<file path="src/rtl/axi_sram_slave_if.sv">
// AXI3 channel bundle between the CPU-side master and the SRAM-backed slave.
// Carries the five channels: AR, R, AW, W and B.
interface axi_sram_slave_if;
    logic [3:0]  arid;
    logic [31:0] araddr;
    logic [7:0]  arlen;
    logic [2:0]  arsize;
    logic [1:0]  arburst;
    logic        arvalid;
    logic        arready;

    logic [3:0]  rid;
    logic [31:0] rdata;
    logic [1:0]  rresp;
    logic        rlast;
    logic        rvalid;
    logic        rready;

    logic [3:0]  awid;
    logic [31:0] awaddr;
    logic [7:0]  awlen;
    logic [2:0]  awsize;
    logic [1:0]  awburst;
    logic        awvalid;
    logic        awready;

    logic [3:0]  wid;
    logic [31:0] wdata;
    logic [3:0]  wstrb;
    logic        wlast;
    logic        wvalid;
    logic        wready;

    logic [3:0]  bid;
    logic [1:0]  bresp;
    logic        bvalid;
    logic        bready;

    modport slave (
        input  arid, araddr, arlen, arsize, arburst, arvalid,
        output arready,
        output rid, rdata, rresp, rlast, rvalid,
        input  rready,
        input  awid, awaddr, awlen, awsize, awburst, awvalid,
        output awready,
        input  wid, wdata, wstrb, wlast, wvalid,
        output wready,
        output bid, bresp, bvalid,
        input  bready
    );

    modport master (
        output arid, araddr, arlen, arsize, arburst, arvalid,
        input  arready,
        input  rid, rdata, rresp, rlast, rvalid,
        output rready,
        output awid, awaddr, awlen, awsize, awburst, awvalid,
        input  awready,
        output wid, wdata, wstrb, wlast, wvalid,
        input  wready,
        input  bid, bresp, bvalid,
        output bready
    );
endinterface

</file>
<file path="src/rtl/axi_sram_slave.sv">
// AXI3 slave serving read and write bursts from a single-port synchronous
// SRAM. One read FSM and one write FSM share the SRAM port through a
// round-robin arbiter that only moves on conflicts. One outstanding
// transaction per direction.
module axi_sram_slave #(
    parameter int MEM_AW  = 16,
    parameter int MAX_LEN = 16
) (
    input  logic              aclk,
    input  logic              aresetn,
    axi_sram_slave_if.slave   axi,
    output logic              sram_en,
    output logic [3:0]        sram_we,
    output logic [MEM_AW-1:0] sram_addr,
    output logic [31:0]       sram_wdata,
    input  logic [31:0]       sram_rdata
);

    // Largest legal beats-1 value; anything above is clipped and flagged.
    localparam logic [7:0] LEN_LIMIT = 8'(MAX_LEN - 1);

    typedef enum logic [1:0] {R_IDLE, R_REQ, R_WAIT, R_DATA} r_state_t;
    typedef enum logic [1:0] {W_IDLE, W_DATA, W_RESP} w_state_t;

    // Goes high on the first edge after reset release so the address
    // channels only open one edge later.
    logic              live_reg;

    r_state_t          r_state_reg, r_state_next;
    logic [3:0]        r_id_reg, r_id_next;
    logic [MEM_AW-1:0] r_addr_reg, r_addr_next;
    logic [7:0]        r_rem_reg, r_rem_next;
    logic              r_err_reg, r_err_next;
    logic              r_fixed_reg, r_fixed_next;
    logic [31:0]       r_data_reg, r_data_next;

    w_state_t          w_state_reg, w_state_next;
    logic [3:0]        w_id_reg, w_id_next;
    logic [MEM_AW-1:0] w_addr_reg, w_addr_next;
    logic [7:0]        w_rem_reg, w_rem_next;
    logic              w_err_reg, w_err_next;
    logic              w_fixed_reg, w_fixed_next;

    // 0: read wins the next conflict, 1: write wins it.
    logic              rr_ptr_reg, rr_ptr_next;

    logic rd_req, wr_req, grant_rd, grant_wr;
    logic w_end_rem, w_id_bad;

    // Address bits below the word and above the SRAM, plus beat size, play
    // no part in addressing.
    logic unused_bits;
    assign unused_bits = ^{axi.araddr[31:MEM_AW+2], axi.araddr[1:0], axi.arsize,
                           axi.awaddr[31:MEM_AW+2], axi.awaddr[1:0], axi.awsize};

    // Round-robin arbitration of the single SRAM port; pointer moves only
    // when both sides ask in the same cycle.
    always_comb begin
        rd_req      = (r_state_reg == R_REQ);
        wr_req      = (w_state_reg == W_DATA) && axi.wvalid;
        grant_rd    = rd_req && (!wr_req || !rr_ptr_reg);
        grant_wr    = wr_req && (!rd_req || rr_ptr_reg);
        rr_ptr_next = (rd_req && wr_req) ? !rr_ptr_reg : rr_ptr_reg;
    end

    // SRAM port mux: write beats pass straight through from the W handshake.
    always_comb begin
        sram_en    = grant_rd || grant_wr;
        sram_we    = grant_wr ? axi.wstrb : 4'b0000;
        sram_addr  = grant_wr ? w_addr_reg : r_addr_reg;
        sram_wdata = grant_wr ? axi.wdata : 32'h0;
    end

    // Read FSM next state and datapath.
    always_comb begin
        r_state_next = r_state_reg;
        r_id_next    = r_id_reg;
        r_addr_next  = r_addr_reg;
        r_rem_next   = r_rem_reg;
        r_err_next   = r_err_reg;
        r_fixed_next = r_fixed_reg;
        r_data_next  = r_data_reg;
        case (r_state_reg)
            R_IDLE: begin
                if (live_reg && axi.arvalid) begin
                    r_id_next    = axi.arid;
                    r_addr_next  = axi.araddr[MEM_AW+1:2];
                    r_rem_next   = (axi.arlen > LEN_LIMIT) ? LEN_LIMIT : axi.arlen;
                    r_err_next   = (axi.arlen > LEN_LIMIT);
                    r_fixed_next = (axi.arburst == 2'b00);
                    r_state_next = R_REQ;
                end
            end
            R_REQ: begin
                if (grant_rd) r_state_next = R_WAIT;
            end
            R_WAIT: begin
                r_data_next  = sram_rdata;
                r_state_next = R_DATA;
            end
            R_DATA: begin
                if (axi.rready) begin
                    if (r_rem_reg == 8'd0) begin
                        r_state_next = R_IDLE;
                    end else begin
                        r_rem_next   = r_rem_reg - 8'd1;
                        r_addr_next  = r_addr_reg + (r_fixed_reg ? MEM_AW'(0) : MEM_AW'(1));
                        r_state_next = R_REQ;
                    end
                end
            end
            default: r_state_next = R_IDLE;
        endcase
    end

    // Read channel outputs; held stable by the registers during R_DATA.
    always_comb begin
        axi.arready = live_reg && (r_state_reg == R_IDLE);
        axi.rvalid  = (r_state_reg == R_DATA);
        axi.rlast   = (r_state_reg == R_DATA) && (r_rem_reg == 8'd0);
        axi.rresp   = ((r_state_reg == R_DATA) && r_err_reg) ? 2'b10 : 2'b00;
        axi.rid     = r_id_reg;
        axi.rdata   = r_data_reg;
    end

    // Write FSM next state and datapath; a beat is consumed only when granted.
    always_comb begin
        w_state_next = w_state_reg;
        w_id_next    = w_id_reg;
        w_addr_next  = w_addr_reg;
        w_rem_next   = w_rem_reg;
        w_err_next   = w_err_reg;
        w_fixed_next = w_fixed_reg;
        w_end_rem    = (w_rem_reg == 8'd0);
        w_id_bad     = (axi.wid != w_id_reg);
        case (w_state_reg)
            W_IDLE: begin
                if (live_reg && axi.awvalid) begin
                    w_id_next    = axi.awid;
                    w_addr_next  = axi.awaddr[MEM_AW+1:2];
                    w_rem_next   = (axi.awlen > LEN_LIMIT) ? LEN_LIMIT : axi.awlen;
                    w_err_next   = (axi.awlen > LEN_LIMIT);
                    w_fixed_next = (axi.awburst == 2'b00);
                    w_state_next = W_DATA;
                end
            end
            W_DATA: begin
                if (grant_wr) begin
                    w_err_next  = w_err_reg || w_id_bad;
                    w_rem_next  = w_rem_reg - 8'd1;
                    w_addr_next = w_addr_reg + (w_fixed_reg ? MEM_AW'(0) : MEM_AW'(1));
                    // Burst closes on whichever of wlast / count runs out first;
                    // disagreement between the two is an error.
                    if (axi.wlast || w_end_rem) begin
                        w_err_next   = w_err_reg || w_id_bad || (axi.wlast != w_end_rem);
                        w_state_next = W_RESP;
                    end
                end
            end
            W_RESP: begin
                if (axi.bready) w_state_next = W_IDLE;
            end
            default: w_state_next = W_IDLE;
        endcase
    end

    // Write channel outputs.
    always_comb begin
        axi.awready = live_reg && (w_state_reg == W_IDLE);
        axi.wready  = grant_wr;
        axi.bvalid  = (w_state_reg == W_RESP);
        axi.bid     = w_id_reg;
        axi.bresp   = ((w_state_reg == W_RESP) && w_err_reg) ? 2'b10 : 2'b00;
    end

    // State registers; reset drops any burst in flight without a response.
    always_ff @(posedge aclk or negedge aresetn) begin
        if (!aresetn) begin
            live_reg    <= 1'b0;
            rr_ptr_reg  <= 1'b0;
            r_state_reg <= R_IDLE;
            r_id_reg    <= 4'd0;
            r_addr_reg  <= '0;
            r_rem_reg   <= 8'd0;
            r_err_reg   <= 1'b0;
            r_fixed_reg <= 1'b0;
            r_data_reg  <= 32'h0;
            w_state_reg <= W_IDLE;
            w_id_reg    <= 4'd0;
            w_addr_reg  <= '0;
            w_rem_reg   <= 8'd0;
            w_err_reg   <= 1'b0;
            w_fixed_reg <= 1'b0;
        end else begin
            live_reg    <= 1'b1;
            rr_ptr_reg  <= rr_ptr_next;
            r_state_reg <= r_state_next;
            r_id_reg    <= r_id_next;
            r_addr_reg  <= r_addr_next;
            r_rem_reg   <= r_rem_next;
            r_err_reg   <= r_err_next;
            r_fixed_reg <= r_fixed_next;
            r_data_reg  <= r_data_next;
            w_state_reg <= w_state_next;
            w_id_reg    <= w_id_next;
            w_addr_reg  <= w_addr_next;
            w_rem_reg   <= w_rem_next;
            w_err_reg   <= w_err_next;
            w_fixed_reg <= w_fixed_next;
        end
    end

endmodule
</file>
<file path="src/flat_wrapper.sv">
// flat-port wrapper written by rule: the top's interface ports become plain ports
module axi_sram_slave_flat 
#(
    parameter int MEM_AW  = 16,
    parameter int MAX_LEN = 16
)
  (aclk, aresetn, sram_en, sram_we, sram_addr, sram_wdata, sram_rdata, axi_arid, axi_araddr, axi_arlen, axi_arsize, axi_arburst, axi_arvalid, axi_arready, axi_rid, axi_rdata, axi_rresp, axi_rlast, axi_rvalid, axi_rready, axi_awid, axi_awaddr, axi_awlen, axi_awsize, axi_awburst, axi_awvalid, axi_awready, axi_wid, axi_wdata, axi_wstrb, axi_wlast, axi_wvalid, axi_wready, axi_bid, axi_bresp, axi_bvalid, axi_bready);
  axi_sram_slave_if axi_i ();
  input  logic aclk;
  input  logic aresetn;
  output logic sram_en;
  output logic [3:0] sram_we;
  output logic [MEM_AW-1:0] sram_addr;
  output logic [31:0] sram_wdata;
  input  logic [31:0] sram_rdata;
  input wire logic [$bits(axi_i.arid)-1:0] axi_arid;
  input wire logic [$bits(axi_i.araddr)-1:0] axi_araddr;
  input wire logic [$bits(axi_i.arlen)-1:0] axi_arlen;
  input wire logic [$bits(axi_i.arsize)-1:0] axi_arsize;
  input wire logic [$bits(axi_i.arburst)-1:0] axi_arburst;
  input wire logic [$bits(axi_i.arvalid)-1:0] axi_arvalid;
  output wire logic [$bits(axi_i.arready)-1:0] axi_arready;
  output wire logic [$bits(axi_i.rid)-1:0] axi_rid;
  output wire logic [$bits(axi_i.rdata)-1:0] axi_rdata;
  output wire logic [$bits(axi_i.rresp)-1:0] axi_rresp;
  output wire logic [$bits(axi_i.rlast)-1:0] axi_rlast;
  output wire logic [$bits(axi_i.rvalid)-1:0] axi_rvalid;
  input wire logic [$bits(axi_i.rready)-1:0] axi_rready;
  input wire logic [$bits(axi_i.awid)-1:0] axi_awid;
  input wire logic [$bits(axi_i.awaddr)-1:0] axi_awaddr;
  input wire logic [$bits(axi_i.awlen)-1:0] axi_awlen;
  input wire logic [$bits(axi_i.awsize)-1:0] axi_awsize;
  input wire logic [$bits(axi_i.awburst)-1:0] axi_awburst;
  input wire logic [$bits(axi_i.awvalid)-1:0] axi_awvalid;
  output wire logic [$bits(axi_i.awready)-1:0] axi_awready;
  input wire logic [$bits(axi_i.wid)-1:0] axi_wid;
  input wire logic [$bits(axi_i.wdata)-1:0] axi_wdata;
  input wire logic [$bits(axi_i.wstrb)-1:0] axi_wstrb;
  input wire logic [$bits(axi_i.wlast)-1:0] axi_wlast;
  input wire logic [$bits(axi_i.wvalid)-1:0] axi_wvalid;
  output wire logic [$bits(axi_i.wready)-1:0] axi_wready;
  output wire logic [$bits(axi_i.bid)-1:0] axi_bid;
  output wire logic [$bits(axi_i.bresp)-1:0] axi_bresp;
  output wire logic [$bits(axi_i.bvalid)-1:0] axi_bvalid;
  input wire logic [$bits(axi_i.bready)-1:0] axi_bready;
  assign axi_i.arid = axi_arid;
  assign axi_i.araddr = axi_araddr;
  assign axi_i.arlen = axi_arlen;
  assign axi_i.arsize = axi_arsize;
  assign axi_i.arburst = axi_arburst;
  assign axi_i.arvalid = axi_arvalid;
  assign axi_arready = axi_i.arready;
  assign axi_rid = axi_i.rid;
  assign axi_rdata = axi_i.rdata;
  assign axi_rresp = axi_i.rresp;
  assign axi_rlast = axi_i.rlast;
  assign axi_rvalid = axi_i.rvalid;
  assign axi_i.rready = axi_rready;
  assign axi_i.awid = axi_awid;
  assign axi_i.awaddr = axi_awaddr;
  assign axi_i.awlen = axi_awlen;
  assign axi_i.awsize = axi_awsize;
  assign axi_i.awburst = axi_awburst;
  assign axi_i.awvalid = axi_awvalid;
  assign axi_awready = axi_i.awready;
  assign axi_i.wid = axi_wid;
  assign axi_i.wdata = axi_wdata;
  assign axi_i.wstrb = axi_wstrb;
  assign axi_i.wlast = axi_wlast;
  assign axi_i.wvalid = axi_wvalid;
  assign axi_wready = axi_i.wready;
  assign axi_bid = axi_i.bid;
  assign axi_bresp = axi_i.bresp;
  assign axi_bvalid = axi_i.bvalid;
  assign axi_i.bready = axi_bready;
  axi_sram_slave #(.MEM_AW(MEM_AW), .MAX_LEN(MAX_LEN)) u_core (.aclk(aclk), .aresetn(aresetn), .axi(axi_i), .sram_en(sram_en), .sram_we(sram_we), .sram_addr(sram_addr), .sram_wdata(sram_wdata), .sram_rdata(sram_rdata));
endmodule
</file>
<file path="config.mk">
export PLATFORM = sky130hd
export DESIGN_NAME = axi_sram_slave_flat
export DESIGN_NICKNAME = d
export VERILOG_FILES = /design/src/rtl/axi_sram_slave_if.sv /design/src/rtl/axi_sram_slave.sv /design/src/flat_wrapper.sv
export SDC_FILE = /design/constraint.sdc
export NUM_CORES = 1
export LEC_CHECK = 0
export ABC_AREA = 1
export BUFFER_PORTS_ARGS = -buffer_cell sky130_fd_sc_hd__buf_2
export CAP_MARGIN = 20
export CORE_MARGIN = 3
export CORE_UTILIZATION = 51
export DETAILED_ROUTE_END_ITERATION = 12
export GPL_ROUTABILITY_DRIVEN = 0
export PLACE_DENSITY = 0.86
export SETUP_SLACK_MARGIN = 0.3
export SYNTH_ARGS = -nofsm -noshare
export SYNTH_HDL_FRONTEND = slang
export SYNTH_SLANG_ARGS = --single-unit
</file>
<file path="constraint.sdc">
create_clock -name aclk -period 2.5 [get_ports aclk]
set_clock_uncertainty 0.15 [all_clocks]
set_input_delay 0.375 -clock aclk [delete_from_list [all_inputs] [get_ports aclk]]
set_output_delay 0.375 -clock aclk [all_outputs]
set_load 0.005 [all_outputs]
</file>
==> flow_summary.yaml, run 1 <==
timing:
  holdWs_ns: 0.0586
  fmax_mhz: 452
  timing.setup.tns_ns: 0
  relSlewSlack: 0.651
  report.final.hold_viol_count: 0
  setup_slack_ns: 0.287
  period_minus_slack_ns: 2.21
  fin_crit_sh: 0.885
  tightest_slew_ns: 0.523
  rsz0062_at_grt: "yes"
  setup_viol: 0
  drv_slew: 0
global_routing:
  grt_pass1_vias: 5861
  grt.overflow.total: 0
  grt_first_pass_wirelength_um: 28000
  grt_max_degree: 44
  antenna_found_initial: 2
  grt_use_total: 0.268
die:
  die_y_um: 115
  core_area_mm2: 0.0115
  io_pins: 281
  die_x_um: 115
  rows: 39
  fp.dieArea_mm2: 0.0132
  initial_core_util: 0.527
setup_path:
  rr_startpoint: "u_core.r_state_reg[0]$_DFFE_PN0P_"
  cp_max_fo: 8
  crit_path_end_kind: "output pin"
  cp_data_arrival_time_ns: 1.69
  path_class: "register to output pin"
  crit_start: "u_core.w_state_reg[1]$_DFFE_PN0P_"
  crit_path_start_kind: "register"
  required_ns: 1.98
place:
  dp.cells: 1217
  place_ws_ns: 0.438
  portBuffers: 240
  post-dp-hpwl_um: 13600
drt:
  first_pass_iters: 5
  dr_total_vias: 6283
  routedWlPerCell_um: 14.6
  drt_wl_total_um: 18200
  via_per_inst: 5.03
  drt_iter0_markers: 372
  drc: 0
  ant_nets: 0
final_layout:
  seqCellArea_mm2: 0.00245
  multi_input_area_mm2: 0.00313
  drive_gt1_frac: 0.333
  nets: 1291
  fin_util: 0.698
  fillerInstances: 971
  syn_to_final_growth_pct: 32.4
  largest_reg_flops: 32
  stdcell_count: 1250
logic_synthesis:
  synth-seq-cells: 98
  avgSynthCellArea_um2: 7.11
  netlist_instances: 854
  async_reset_ff_frac: 1.00
  yosys-top-cells-area: "dfrtp_1 40%, nand2_1 16%, nor2_1 8.2%"
  netlist.area_leader.share: 0.404
  yosysWarningCount: 0
  synth_edf_count: 0
  synthFlopType: "dfrtp_1"
  synth_area_mm2: 0.00607
  synth.distinct_cells: 34
  synth_seq_area_share: 0.404
  yosys.area.top_type: "dfrtp_1"
clock_network:
  cts_tree: "done"
  clock_latency_ns: 0.34
  numCtsBuffers: 9
  htree_num_levels: 3
  cts_root_buffer: "clkbuf_16"
  cts_sinks: 98
  cts.clk_slew.worst_paths_ns: 0.07
  ctsLongestPathBuffers: 2
pwr:
  swShare: 0.446
  vdd_drop_max_mv: 0.777
  combPwrFrac: 0.554
  pwr-share-seq: 0.312
  p_leak_nw: 4.52
  internal-power_mw: 5.37
  p_per_area_mw_per_mm2: 1210
  switchingPower_mw: 4.32
  clkPwrFrac: 0.134
hold_path:
  holdCritStartpoint: "axi_arburst[0]"
  hold_class: "input pin to register"
run_status:
  status: "finished, final reports clean"
run:
  max-cap-violations: 0
path summary, 6_finish.rpt:
| path | end | slack (ns) | depth (start not counted) |
|---|---|---|---|
| min reg2reg | u_core.axi.rdata[29]$_DFFE_PN0N_ | 0.36 | 1 |
| max | sram_addr[3] | 0.29 | 8 |
| max reg2reg | u_core.r_rem_reg[2]$_DFFE_PN0P_ | 0.46 | 10 |
| min in group asynchronous | u_core.axi.rdata[31]$_DFFE_PN0N_ | 0.40 | 2 |
| min | u_core.r_fixed_reg$_DFFE_PN0P_ | 0.06 | 2 |
| max in group asynchronous | u_core.w_addr_reg[15]$_DFFE_PN0P_ | 1.12 | 3 |
timing repair:
item                                    in CTS  in global routing
hold buffers                                 1                  0
gates cloned                                 4                  0
endpoints found under the setup margin      54                 74
resized for setup                           29                 17
setup buffers                                9                  2
pin swaps                                    3                  3
endpoints found under the hold margin       36                  0
cell usage in the layout (no fill, tap or decap), drive strengths merged:
| cell type | count |
|---|---|
| clkinv | 3 |
| nand2 | 266 |
| or2 | 5 |
| o21bai | 2 |
| dlygate4sd3 | 1 |
| clkinvlp | 2 |
| nor2 | 137 |
| buf | 264 |
| diode | 1 |
| mux2 | 37 |
| xnor2 | 2 |
| nand4 | 8 |
| a21boi | 1 |
| ha | 12 |
| conb | 3 |
| o21ai | 64 |
| xor2 | 6 |
| inv | 114 |
| o22ai | 3 |
| o211ai | 2 |
| nand3 | 57 |
| nand3b | 1 |
| clkbuf | 11 |
| bufbuf | 1 |
| o31ai | 4 |
| a31oi | 2 |
| dfrtp | 98 |
Yosys cell counts (3+ instances only):
cell and n:
nand2_1 264, nor2_1 133, inv_1 105, dfrtp_1 98, nand3_1 56, o21ai_1 40
mux2_2 37, o21ai_0 18, buf_2 16, ha_1 12, inv_2 8, nand4_1 8
buf_4 6, o21ai_2 6, xor2_1 6, buf_6 4, clkbuf_1 4, nor2_2 4
o31ai_1 4, or2_2 4, o22ai_1 3
layer usage:
| metal | share of wire | up-vias | global-route usage |
|---|---|---|---|
| met3 | 0.088 | 30 | 0.0684 |
| met5 | 0.00071 | - | 0 |
| li1 | - | 3144 | - |
| met4 | 0.027 | 2 | 0.110 |
| met2 | 0.50 | 245 | 0.476 |
| met1 | 0.38 | 2862 | 0.308 |
power by group through the flow:
stage	clock network, mW	registers, mW	logic (mW)
floorplan	0	2.90	3.39
global placement	0	3.01	4.64
detailed placement	0	3.05	4.79
CTS	1.32	3.01	5.28
global route	1.39	3.12	6.05
finish	1.30	3.02	5.38
logic make-up (layout without fill, tap and decap cells):
group           after synthesis  count (layout)  synth area share
mux                          37              37            0.0686
xor+xnor                      8               8            0.0115
simple gates                474             474             0.315
compound gates               78              78            0.0728
buf+inv                     145             396             0.102
other cells                   2               4           0.00124
flops                        98              98             0.404
fa+ha+maj                    12              12            0.0247
final cells by class:
class,count,share of cell area
Multi-Input combinational cell,612,0.389
Clock inverter,5,0.00514
Clock buffer,11,0.0290
Inverter,114,0.0542
Tap cell,143,0.0223
Sequential cell,98,0.305
Timing Repair Buffer,266,0.195
Antenna cell,1,0.000311
worst max-delay path: stages (launching register included):
cell	delay (ns)
dfrtp_1	0.40
inv_2	0.08
nand2_4	0.05
nor2_4	0.11
nand2_4	0.11
buf_12	0.15
buf_16	0.14
o21ai_2	0.12
buf_2	0.16
stage by stage:
stage	cell area [um^2]	power [mW]
2_1_floorplan	6070	6.29
3_3_place_gp	7370	7.65
3_5_place_dp	7370	7.83
4_1_cts	7960	9.61
5_1_grt	8040	10.6
6_report	8040	9.70
(Power assumes the default switching activity.)
==> run 2: changes to the inputs <==
GPL_TIMING_DRIVEN = 0   (was default)
==> run 2 against run 1 <==
Global-route usage grew 1.2 points. Critical endpoint is now sram_wdata[13]. Routed wire length up 4.1%. Cell area rose by 1.6%. Clock power grew 4%. Utilization increased by 1.1 points. Register-to-register slack got worse by 0.03 ns. Worst setup slack better by 0.029 ns.
==> flow_summary.yaml, run 2 (same netlist as run 1, synthesis figures left out) <==
global_routing:
  grt_first_pass_wirelength_um: 29100
  grt_use_total: 0.281
  grt.overflow.total: 0
  grt_max_degree: 55
  antenna_found_initial: 1
  grt_pass1_vias: 6131
clock_network:
  clock_latency_ns: 0.35
  cts.clk_slew.worst_paths_ns: 0.07
  htree_num_levels: 3
  numCtsBuffers: 9
  cts_sinks: 98
  cts_root_buffer: "clkbuf_16"
  ctsLongestPathBuffers: 2
  cts_tree: "done"
drt:
  ant_nets: 0
  drt_iter0_markers: 315
  dr_total_vias: 6422
  first_pass_iters: 5
  drc: 0
  via_per_inst: 5.06
  drt_wl_total_um: 19000
  routedWlPerCell_um: 15.0
setup_path:
  cp_max_fo: 10
  cp_data_arrival_time_ns: 1.66
  crit_path_start_kind: "register"
  path_cells: "ha_4 -> nand2_2 -> nand2_4 -> buf_8 -> buf_6 -> nor2_2 -> buf_2"
  cp_top_family: "flip-flops"
  required_ns: 1.98
  critPathBufInv: 3
  slowest_delay_ns: 0.45
  cp.depth: 7
  rr_worst_depth: 12
  crit_path_end_kind: "output pin"
  critPathSlowestCell: "dfrtp_2"
  path_class: "register to output pin"
pwr:
  vdd_drop_max_mv: 0.800
  p_leak_nw: 4.59
  p_per_area_mw_per_mm2: 1230
hold_path:
  hold_depth: 2
  hold_class: "input pin to register"
timing:
  rsz0062_at_grt: "yes"
  fmax_mhz: 458
  setup_slack_ns: 0.317
  timing.setup.tns_ns: 0
  setup_viol: 0
  report.final.hold_viol_count: 0
  relSlewSlack: 0.616
  drv_slew: 0
  period_minus_slack_ns: 2.18
  fin_crit_sh: 0.873
  tightest_slew_ns: 0.575
die:
  rows: 39
  fp.dieArea_mm2: 0.0132
  initial_core_util: 0.527
  die_y_um: 115
  core_area_mm2: 0.0115
  die_x_um: 115
  io_pins: 281
run:
  max-cap-violations: 0
final_layout:
  mostFrequentLayoutCell: "nand2_1"
  layout_common_cells: "261 x nand2_1, 248 x buf_2, 121 x nor2_1"
  drive_gt1_frac: 0.350
  largest_reg_flops: 32
  syn_to_final_growth_pct: 34.6
  fin_util: 0.709
  fillerInstances: 965
  antenna_cells: 0
  nets: 1311
place:
  place_ws_ns: 0.244
  post-dp-hpwl_um: 14700
  portBuffers: 240
run_status:
  status: "finished, final reports clean"
-- run 2: final cells by class --
| class | instances | area [um^2] | area share |
|---|---|---|---|
| Inverter | 114 | 430 | 0.0527 |
| Clock buffer | 12 | 256 | 0.0314 |
| Sequential cell | 98 | 2450 | 0.300 |
| Timing Repair Buffer | 255 | 1370 | 0.168 |
| Buffer | 31 | 267 | 0.0326 |
| Multi-Input combinational cell | 612 | 3180 | 0.390 |
| Clock inverter | 3 | 25.0 | 0.00306 |
| Tap cell | 143 | 179 | 0.0219 |
-- run 2: path summary, 6_finish.rpt --
path | from | endpoint | slack [ns]
max | u_core.r_state_reg[0]$_DFFE_PN0P_ | sram_wdata[13] | 0.32
min | axi_arburst[0] | u_core.r_fixed_reg$_DFFE_PN0P_ | 0.05
max reg2reg | u_core.r_state_reg[0]$_DFFE_PN0P_ | u_core.r_addr_reg[10]$_DFFE_PN0P_ | 0.43
min reg2reg | u_core.axi.rid[3]$_DFFE_PN0P_ | u_core.axi.rid[3]$_DFFE_PN0P_ | 0.35
max in group asynchronous | aresetn | u_core.r_addr_reg[6]$_DFFE_PN0P_ | 1.10
min in group asynchronous | aresetn | u_core.axi.rdata[31]$_DFFE_PN0N_ | 0.41
-- run 2: power breakdown --
group	switching, mW	internal, mW	total [mW]
sequential	0.643	2.37	3.01
combinational	3.22	2.45	5.67
clock	0.623	0.729	1.35
total	4.49	5.54	10.0
-- run 2: metal layers --
metal	vias up	GRT usage	share of wire
li1	3197	-	-
met3	35	0.0753	0.087
met1	2932	0.316	0.38
met4	2	0.117	0.026
met2	256	0.501	0.51
met5	-	0	0.00068
-- run 2: per-stage QoR --
| step | cell area [um^2] | instances | hold WS, ns | power (mW) |
|---|---|---|---|---|
| after floorplan | 6070 | 855 | -0.0706 | 6.29 |
| after global placement | 7450 | 1238 | 0.321 | 7.95 |
| after detailed placement | 7480 | 1239 | 0.261 | 8.13 |
| after CTS | 8050 | 1265 | 0.0431 | 9.89 |
| after global routing | 8170 | 1268 | 0.0566 | 10.9 |
| final | 8170 | 1268 | 0.0519 | 10.0 |
-- run 2: what timing repair did --
action | 4_1_cts | 5_1_grt
hold endpoints to repair | 44 | 0
gates cloned | 1 | 1
pin swaps | 4 | 2
setup buffers | 9 | 2
hold buffers | 1 | 0
resized for setup | 51 | 26
endpoints found under the setup margin | 55 | 55
==> run 3: changes to the inputs <==
CORE_UTILIZATION = 31   (was 51)
PLACE_DENSITY = default   (was 0.86)
==> run 3 against run 2 <==
Routed wire length up 4.9%. Largest cell class unchanged. Largest power group unchanged. Worst setup slack worse by 0.034 ns. Highest routed layer unchanged. Critical path type unchanged. Utilization down 27 points.
==> flow_summary.yaml, run 3 (same netlist as run 1, synthesis figures left out) <==
timing:
  rsz0062_at_grt: "yes"
  setup_slack_ns: 0.283
  drv_slew: 0
  period_minus_slack_ns: 2.22
  report.final.hold_viol_count: 0
  tightest_slew_ns: 0.554
  setup_viol: 0
  fin_crit_sh: 0.887
  fmax_mhz: 451
  relSlewSlack: 0.631
setup_path:
  required_ns: 1.98
  rr_startpoint: "u_core.r_state_reg[0]$_DFFE_PN0P_"
  rrSetupSlack_ns: 0.49
  endpoint: "sram_addr[13]"
  crit_start: "u_core.w_state_reg[1]$_DFFE_PN0P_"
  r2r-end: "u_core.r_addr_reg[10]$_DFFE_PN0P_"
  rr_worst_depth: 10
  cp_max_fo: 7
  cp_data_arrival_time_ns: 1.69
  crit_path_end_kind: "output pin"
  path_class: "register to output pin"
  crit_path_start_kind: "register"
die:
  core_area_mm2: 0.0190
  fp.dieArea_mm2: 0.0213
  io_pins: 281
  rows: 50
  initial_core_util: 0.320
  die_y_um: 146
  die_x_um: 146
clock_network:
  cts.clk_slew.worst_paths_ns: 0.08
  htree_num_levels: 3
  cts_sinks: 98
  cts_root_buffer: "clkbuf_16"
  clock_latency_ns: 0.35
  numCtsBuffers: 9
  ctsLongestPathBuffers: 2
  cts_tree: "done"
global_routing:
  antenna_found_initial: 3
  grt_first_pass_wirelength_um: 30900
  grt_pass1_vias: 6066
  grt_max_degree: 61
  grt_use_total: 0.179
  grt.overflow.total: 0
pwr:
  p_leak_nw: 4.62
  vdd_drop_max_mv: 0.540
  p_per_area_mw_per_mm2: 1200
  power_mw: 10.1
place:
  post-dp-hpwl_um: 15400
  dp.cells: 1356
  portBuffers: 240
  placed_area_mm2: 0.00763
  place_ws_ns: 0.194
drt:
  drt_wl_total_um: 19900
  first_pass_iters: 7
  drc: 0
  drt_iter0_markers: 253
  routedWlPerCell_um: 14.3
  ant_nets: 0
  dr_total_vias: 6254
  via_per_inst: 4.50
final_layout:
  nets: 1314
  stdcell_area_mm2: 0.00841
  largest_reg_flops: 32
  stdcell_count: 1390
  layout_common_cells: "260 x nand2_1, 249 x buf_2, 108 x nor2_1"
  mostFrequentLayoutCell: "nand2_1"
  drive_gt1_frac: 0.363
  syn_to_final_growth_pct: 38.6
run:
  max-cap-violations: 0
hold_path:
  hold_class: "input pin to register"
run_status:
  status: "finished, final reports clean"
-- run 3: per-stage QoR --
stage	TNS (ns)	hold WS, ns	util
after global routing	0	0.0398	0.444
after floorplan	0	-0.0706	-
after global placement	-30.21	0.320	0.401
after CTS	0	0.0320	0.430
after detailed placement	0	0.255	0.403
final	0	0.0492	0.444
-- run 3: worst max-delay path: stages (launching register included) --
cell and delay, ns:
dfrtp_1 0.40, inv_2 0.09, nand2_4 0.07, nor2_4 0.15, nand2_4 0.09, buf_12 0.15
buf_12 0.14, o21ai_4 0.12, buf_2 0.13
-- run 3: where the power goes --
part / switching [mW] / internal, mW / total, mW
registers: 0.637 / 2.36 / 3.00
clock network: 0.694 / 0.705 / 1.40
logic: 3.23 / 2.48 / 5.71
-- run 3: timing repair --
item,CTS,global route
pin swaps,4,1
endpoints found under the hold margin,38,0
hold buffers,1,0
gates cloned,1,2
buffers inserted,8,5
endpoints found under the setup margin,55,56
resized for setup,44,51
-- run 3: worst min-delay path by stage --
stage | startpoint | endpoint | slack (ns) | depth (start not counted)
floorplan | aresetn | u_core.axi.bid[0]$_DFFE_PN0P_ | -0.07 | 0
global placement | u_core.w_fixed_reg$_DFFE_PN0P_ | u_core.w_fixed_reg$_DFFE_PN0P_ | 0.32 | 2
detailed placement | aresetn | u_core.axi.rdata[21]$_DFFE_PN0N_ | 0.26 | 1
CTS | axi_arburst[1] | u_core.r_fixed_reg$_DFFE_PN0P_ | 0.03 | 2
global route | axi_arburst[1] | u_core.r_fixed_reg$_DFFE_PN0P_ | 0.04 | 2
finish | axi_arburst[1] | u_core.r_fixed_reg$_DFFE_PN0P_ | 0.05 | 2
-- run 3: area by class of cell --
cell class,instances,area (um^2)
diodes,1,2.50
clock inverters,7,67.6
fillers,1977,10500
flip-flops and latches,98,2450
inverters,114,433
plain buffers,31,279
multi-input cells,612,3230
clock buffers,9,225
repair buffers,258,1400
well taps,260,325
-- run 3: per-layer routing --
layer | vias up | track usage | routed length (um)
li1 | 3195 | - | -
met1 | 2806 | 0.224 | 8580
met2 | 236 | 0.304 | 9320
met3 | 15 | 0.0564 | 1780
met4 | 2 | 0.0413 | 204
met5 | - | 0 | 20
